`src/rtl/regfile_sb_param.sv`:
```
// regfile_sb_param: register file with one write port, two async read ports,
// optional write bypass and zero register, and a per-register busy scoreboard.
module regfile_sb_param #(
    parameter int DATA_W   = 16,
    parameter int ADDR_W   = 3,
    parameter int ZERO_REG = 0,
    parameter int BYPASS   = 1
) (
    input  logic              clk,
    input  logic              rst,
    input  logic              WE,
    input  logic [ADDR_W-1:0] WR_addr,
    input  logic [DATA_W-1:0] WR_data,
    input  logic              lock_en,
    input  logic [ADDR_W-1:0] lock_addr,
    input  logic [ADDR_W-1:0] RA_addr,
    input  logic [ADDR_W-1:0] RB_addr,
    output logic [DATA_W-1:0] RA_data,
    output logic [DATA_W-1:0] RB_data,
    output logic              RA_busy,
    output logic              RB_busy,
    output logic [ADDR_W:0]   busy_cnt
);
    localparam int NREG = 2 ** ADDR_W;

    logic [DATA_W-1:0] regs_q [NREG];
    logic [NREG-1:0]   busy_q, busy_d;
    logic [ADDR_W:0]   cnt_q, cnt_d;
    logic              wr_ok, lk_ok;
    logic              a_zero, b_zero, a_byp, b_byp;

    // Address 0 is inert when hard-wired to zero; nothing is forwarded during reset.
    assign wr_ok = WE && !rst && !(ZERO_REG != 0 && WR_addr == '0);
    assign lk_ok = lock_en && !(ZERO_REG != 0 && lock_addr == '0);

    always_comb begin
        busy_d = busy_q;
        if (wr_ok)
            busy_d[WR_addr] = 1'b0;
        if (lk_ok)
            busy_d[lock_addr] = 1'b1;
        cnt_d = '0;
        for (int i = 0; i < NREG; i++)
            cnt_d = cnt_d + (ADDR_W+1)'(busy_d[i]);
    end

    always_ff @(posedge clk or posedge rst) begin
        if (rst) begin
            for (int i = 0; i < NREG; i++)
                regs_q[i] <= '0;
            busy_q <= '0;
            cnt_q  <= '0;
        end else begin
            if (wr_ok)
                regs_q[WR_addr] <= WR_data;
            busy_q <= busy_d;
            cnt_q  <= cnt_d;
        end
    end

    assign a_zero = ZERO_REG != 0 && RA_addr == '0;
    assign b_zero = ZERO_REG != 0 && RB_addr == '0;
    assign a_byp  = BYPASS != 0 && wr_ok && WR_addr == RA_addr;
    assign b_byp  = BYPASS != 0 && wr_ok && WR_addr == RB_addr;

    assign RA_data  = a_zero ? '0 : a_byp ? WR_data : regs_q[RA_addr];
    assign RB_data  = b_zero ? '0 : b_byp ? WR_data : regs_q[RB_addr];
    assign RA_busy  = !a_zero && !a_byp && busy_q[RA_addr];
    assign RB_busy  = !b_zero && !b_byp && busy_q[RB_addr];
    assign busy_cnt = cnt_q;
endmodule

```
`config.mk`:
```
export PLATFORM = sky130hd
export DESIGN_NAME = regfile_sb_param
export DESIGN_NICKNAME = d
export VERILOG_FILES = /design/src/rtl/regfile_sb_param.sv
export SDC_FILE = /design/constraint.sdc
export NUM_CORES = 1
export LEC_CHECK = 0
export CAP_MARGIN = 20
export CORE_AREA = 2 2 115 145
export CTS_CLUSTER_DIAMETER = 30
export CTS_CLUSTER_SIZE = 14
export DETAILED_ROUTE_END_ITERATION = 10
export DIE_AREA = 0 0 117 147
export PLACE_DENSITY = 0.76
export SETUP_SLACK_MARGIN = 0.1
export SLEW_MARGIN = 10
export SYNTH_ARGS = -nofsm -noshare
export SYNTH_HDL_FRONTEND = slang
export SYNTH_SLANG_ARGS = --single-unit
```
`constraint.sdc`:
```
create_clock -name clk -period 4 [get_ports clk]
set_input_delay 0.4 -clock clk [delete_from_list [all_inputs] [get_ports clk]]
set_output_delay 0.4 -clock clk [all_outputs]
set_load 0.03 [all_outputs]
```
==> results.toml, run 1 <==
[routing]
drt_pre_antenna_iters = 4
postRouteWirelength_mm = 19.4
wl_per_cell_um = 23.7
ant_nets = 0
drc = 0
vias = 5038
viasPerCell = 6.14
drt_iter0_markers = 306

[logic_synthesis]
synth_fp_nets = 555
synthCells = 516
synth_top_cell_by_area = "dfrtp_1"
ys_ff_latch = 140
synth.distinct_cells = 33
seq_area_frac_synth = 0.423
synth_area_leaders = "dfrtp_1 42%, mux2_2 24%, mux4_1 16%, mux4_2 5.2%, mux2_4 3.3%"
ys.warnings.count = 0
netlist_area_um2 = 8290
avgSynthCellArea_um2 = 16.1
synth_top_area_frac = 0.423

[floorplanning]
rows = 52
coreArea_um2 = 15900
die_area_um2 = 17200
die_h_um = 147
ios = 70
dieWidth_um = 117
start_util = 0.520

[clock_tree]
h-tree-depth = 4
numCtsBuffers = 17
post-cts-setup-buffers = 0
clock_path_buffers = 2
cts_sinks = 140
cts_tree = "built"
clk_pin_slew_worst_paths_ps = 60
root_buffer = "clkbuf_16"
clkLatencyLatePin_ps = 410
hold_buffers = 0
cts-resized-gates = 0

[final_layout]
multi_input_area_um2 = 4410
num-fill-cells = 1163
syn_to_final_growth_pct = 19.0
ff_latch_area_um2 = 3500
diodes = 0
fin_cells = 820
layout_commonest_cell = "mux2_2"
layout_common_cells = "176 x mux2_2, 140 x dfrtp_1, 56 x clkdlybuf4s50_1"
final_area_um2 = 9860
nets = 630
drive_gt1_frac = 0.493

[pwr]
vdd_drop_max_v = 0.000262
power_density_nw_per_um2 = 555
p_total_mw = 5.47
leakage_nw = 4.34

[placed_design]
dp.cells = 788
gp_congestion = 0.818
dp.final_hpwl_mm = 12.5
dpl_worst_slack_ps = -16.2
port_buffers = 69
place_area_um2 = 9210

[global_routing]
grt.total_usage = 0.239
antenna_found_initial = 0
grt_overflow = 0
first_global_vias = 5408
grt_pass1_wl_mm = 30.5
grt_start_max_net_pins = 73

[critical_path]
crit_start = "WR_addr[0]"
rr_worst_depth = 10
ff2ff_setup_slack_ps = 840
setup.worst_path.end = "busy_cnt[1]$_DFF_PP0_"
max_stage_delay_ps = 560
path_buf_inv = 5
cp_max_fo = 3
required_ps = 4310
path_depth = 13
crit_chain = "clkdlybuf4s50_1 > nor3b_2 > nand2_1 > a22o_1 > fa_1 > inv_1 > fa_1 > fa_1 > inv_1 > ha_1 > inv_1 > fa_1 > inv_1"
startpoint_type = "input port"
critPathSlowestCell = "fa_1"
r2r_end = "busy_cnt[1]$_DFF_PP0_"
endpoint_kind = "flop"
r2r-start = "busy_q[0]$_DFF_PP0_"
cp_top_family = "adder cells"
crit_type = "in -> reg"
arrival_ps = 3920

[sta]
worst_pin_slew_ps = 879
grt_setup_unrepaired = "no"
fin_crit_sh = 0.902
whs_ps = 519
hold_viol = 0
finalSetupViolCount = 0
slew_headroom = 0.414
period_minus_slack_ps = 3610
drv_slew = 0
finalClockSkew_ps = 5.41
fin_ws_ps = 392
max_freq_mhz = 277

[run]
maxCapViolations = 0

[worst_hold_path]
min_path_type = "reg -> reg"

[status]
status = "completed"
[worst register-to-register path, cell delays in order (launching register included)]
cell and delay (ps):
dfrtp_1 410, a22o_1 260, fa_1 550, inv_1 60, fa_1 560, fa_1 420, inv_1 80, ha_1 160
inv_1 60, fa_1 480, inv_1 40
[cell families (layout without fill, tap and decap cells)]
kind of cell / count (synthesis) / in the layout / synth area share
buffers and inverters: 62 / 150 / 0.0444
muxes: 262 / 262 / 0.479
xor gates and xnor gates: 7 / 7 / 0.00740
DFF: 140 / 140 / 0.423
and+or+nand+nor: 25 / 25 / 0.0196
adders and majority gates: 7 / 7 / 0.0142
AOI/OAI and AO/OA: 13 / 13 / 0.0127
[worst min-delay path by stage]
stage | endpoint | depth (start not counted) | slack, ps | startpoint
6_report | regs_q[18]$_DFFE_PP0P_ | 1 | 520 | regs_q[18]$_DFFE_PP0P_
5_1_grt | regs_q[62]$_DFFE_PP0P_ | 1 | 520 | regs_q[62]$_DFFE_PP0P_
4_1_cts | regs_q[18]$_DFFE_PP0P_ | 1 | 520 | regs_q[18]$_DFFE_PP0P_
3_5_place_dp | regs_q[18]$_DFFE_PP0P_ | 1 | 500 | regs_q[18]$_DFFE_PP0P_
3_3_place_gp | regs_q[38]$_DFFE_PP0P_ | 1 | 490 | regs_q[38]$_DFFE_PP0P_
2_1_floorplan | regs_q[44]$_DFFE_PP0P_ | 1 | 480 | regs_q[44]$_DFFE_PP0P_
[registers in the layout (all words and copies together) (netlist names)]
signal    count
busy_q        8
busy_cnt      4
regs_q      128
[area by class of cell]
class                           instances  area share
Tap cell                              216      0.0274
Clock inverter                          8      0.0155
Sequential cell                       140       0.355
Clock buffer                           24      0.0509
Multi-Input combinational cell        314       0.448
Inverter                               11     0.00457
Timing Repair Buffer                  107      0.0989
[per-layer routing]
metal | wire [um] | GRT usage | vias up
li1 | - | - | 2180
met1 | 8090 | 0.312 | 2682
met5 | 0 | 0 | -
met2 | 10100 | 0.399 | 137
met3 | 673 | 0.0446 | 39
met4 | 514 | 0.0859 | 0
[synthesized netlist by cell type]
library cell and number:
mux4_2 19, buf_1 17, nand3_1 1, and3_1 2, a22o_1 2, buf_12 4, mux2_4 18, xnor2_1 7
nor2b_1 4, mux4_1 49, a32oi_1 2, mux2_2 176, nand4_2 2, and3b_1 2, nor2_1 3, nand2_1 4
buf_4 4, nor3b_2 1, clkbuf_1 7, fa_1 4, and2_1 3, buf_2 14, inv_1 11, buf_6 5
dfrtp_1 140, a21oi_1 1, o21ai_0 2, ha_1 3, a32o_1 4, a22oi_1 1, o21a_1 1, nand3b_1 1
nand4_1 2
[report_power, final]
| group | leakage [nW] | internal [mW] | switching [mW] |
|---|---|---|---|
| Combinational | 2.32 | 1.01 | 0.741 |
| Sequential | 1.70 | 1.76 | 0.234 |
| Clock | 0.314 | 1.13 | 0.592 |
| Total | 4.34 | 3.90 | 1.57 |
[metrics by stage]
step           utilization  TNS (ps)
5_1_grt              0.619         0
3_3_place_gp         0.578         0
2_1_floorplan            -         0
6_report             0.619         0
3_5_place_dp         0.578     -31.5
4_1_cts              0.619         0
Note: power is estimated with default switching activity, not from simulation.
==> run 2, diff against run 1 <==
--- a/config.mk
+++ b/config.mk
@@ -6,12 +6,12 @@
 export NUM_CORES = 1
 export LEC_CHECK = 0
 export CAP_MARGIN = 20
-export CORE_AREA = 2 2 115 145
+export CORE_AREA = 2 2 109 138
 export CTS_CLUSTER_DIAMETER = 30
 export CTS_CLUSTER_SIZE = 14
 export DETAILED_ROUTE_END_ITERATION = 10
-export DIE_AREA = 0 0 117 147
-export PLACE_DENSITY = 0.76
+export DIE_AREA = 0 0 111 140
+export PLACE_DENSITY = 0.8
 export SETUP_SLACK_MARGIN = 0.1
 export SLEW_MARGIN = 10
 export SYNTH_ARGS = -nofsm -noshare
==> constraint.sdc (replaced) <==
create_clock -name clk -period 3.5 [get_ports clk]
set_input_delay 0.35 -clock clk [delete_from_list [all_inputs] [get_ports clk]]
set_output_delay 0.35 -clock clk [all_outputs]
set_load 0.01 [all_outputs]
==> results.toml, run 2 (synthesis gave the netlist of run 1 again) <==
[status]
status = "completed"

[sta]
grt_setup_unrepaired = "no"
max_freq_mhz = 302
fin_crit_sh = 0.946
slew_headroom = 0.504
whs_ps = 110
worst_pin_slew_ps = 742
finalSetupTns_ps = 0
finalClockSkew_ps = 4.57
drv_slew = 0
hold_viol = 0
finalSetupViolCount = 0
fin_ws_ps = 190
period_minus_slack_ps = 3310

[placed_design]
port_buffers = 69
gp_congestion = 0.830
dpl_worst_slack_ps = -570
dp.final_hpwl_mm = 12.4

[clock_tree]
numCtsBuffers = 17
h-tree-depth = 4
clk_pin_slew_worst_paths_ps = 60
clock_path_buffers = 2
clkLatencyLatePin_ps = 420
cts_tree = "built"
post-cts-setup-buffers = 0
root_buffer = "clkbuf_16"
hold_buffers = 0
cts_sinks = 140

[final_layout]
layout_common_cells = "176 x mux2_2, 140 x dfrtp_1, 60 x clkdlybuf4s50_1"
syn_to_final_growth_pct = 19.3
drive_gt1_frac = 0.501
nets = 633
multi_input_area_um2 = 4460
largest_reg_flops = 128
ff_latch_area_um2 = 3500
largest-register = "regs_q"
layout_commonest_cell = "mux2_2"
num-fill-cells = 931
final_util = 0.698

[routing]
ant_nets = 0
routed.top_layer = "met4"
drt-met1-wl_mm = 7.79
drc = 0
viasPerCell = 6.52
postRouteWirelength_mm = 19.7
wl_met3_um = 882
vias = 5124
wl_per_cell_um = 25.1
drt_iter0_markers = 276
routed-wl-met2_mm = 10.7
drt_pre_antenna_iters = 5

[floorplanning]
rows = 49
die_area_um2 = 15500
start_util = 0.585
coreArea_um2 = 14200
dieWidth_um = 111
ios = 70
die_h_um = 140

[run]
maxCapViolations = 0

[global_routing]
grt_pass1_wl_mm = 31.1
first_global_vias = 5572
antenna_found_initial = 1
grt_overflow = 0
grt.total_usage = 0.265
grt_start_max_net_pins = 77

[critical_path]
required_ps = 3820
arrival_ps = 3630
cp_max_fo = 3
crit_type = "in -> reg"
startpoint_type = "input port"
endpoint_kind = "flop"

[worst_hold_path]
min_path_type = "in -> async"

[pwr]
vdd_drop_max_v = 0.000415
leakage_nw = 4.37
power_density_nw_per_um2 = 606
==> run 2: cell types whose count changed in the layout (fill, tap and decap cells not counted), sizes merged <==
| cell | change |
|---|---|
| bufinv | -1 |
| clkbuf | -6 |
| clkinv | +1 |
| dlygate4sd2 | +4 |
| clkdlybuf4s50 | +4 |
| dlymetal6s2s | +2 |
| clkinvlp | +4 |
| diode | +1 |
| buf | -8 |
| inv | +3 |
==> run 2: per-layer routing <==
metal  vias to the layer above  global-route usage
met2                       145               0.470
met5                         -                   0
met1                      2757               0.327
met3                        32              0.0550
met4                         0              0.0836
li1                       2190                   -
==> run 2: stage by stage <==
step	cell area, um^2	power, mW	std cells
6_report	9890	5.99	786
5_1_grt	9890	6.29	786
4_1_cts	9870	6.02	785
3_5_place_dp	9250	4.13	753
3_3_place_gp	9250	3.99	753
2_1_floorplan	8350	3.48	516
==> run 2: worst max-delay path, stage by stage <==
cell and delay [ps]:
clkdlybuf4s50_1 530, nor2b_4 60, a32o_2 260, fa_1 550, inv_1 60, fa_1 480, fa_1 490, inv_2 70
ha_2 170, inv_1 50, fa_2 520, inv_1 40
==> run 2: power breakdown <==
part | leakage [nW] | internal, mW | switching [mW]
sequential | 1.70 | 2.01 | 0.272
combinational | 2.39 | 1.19 | 0.659
clock | 0.280 | 1.13 | 0.729
==> run 2: cell type report <==
cell class	count	share of cell area
Antenna cell	1	0.000253
Clock buffer	17	0.0430
Inverter	11	0.00456
Multi-Input combinational cell	314	0.451
Timing Repair Buffer	110	0.105
Tap cell	178	0.0225
Clock inverter	15	0.0190
Sequential cell	140	0.354
==> run 2: worst paths after layout <==
kind	from	end	slack, ps	cells after the start
setup / recovery	lock_addr[1]	busy_cnt[1]$_DFF_PP0_	190	12
min in group clk	lock_addr[0]	busy_q[5]$_DFF_PP0_	370	3
setup reg to reg	busy_q[1]$_DFF_PP0_	busy_cnt[1]$_DFF_PP0_	310	10
max in group asynchronous	rst	regs_q[127]$_DFFE_PP0P_	2520	3
hold reg to reg	regs_q[18]$_DFFE_PP0P_	regs_q[18]$_DFFE_PP0P_	520	1
hold / removal	rst	regs_q[33]$_DFFE_PP0P_	110	2
==> run 2: what timing repair did <==
item                       4_1_cts  5_1_grt
setup endpoints to repair        2        2
pin swaps                        5        5
gates resized for setup          7       11
==> run 3, diff against run 2 <==
--- a/config.mk
+++ b/config.mk
@@ -13,7 +13,6 @@
 export DIE_AREA = 0 0 111 140
 export PLACE_DENSITY = 0.8
 export SETUP_SLACK_MARGIN = 0.1
-export SLEW_MARGIN = 10
 export SYNTH_ARGS = -nofsm -noshare
 export SYNTH_HDL_FRONTEND = slang
 export SYNTH_SLANG_ARGS = --single-unit
==> results of run 3 <==
No change in the layout: final DEF, timing and power equal those of run 2.
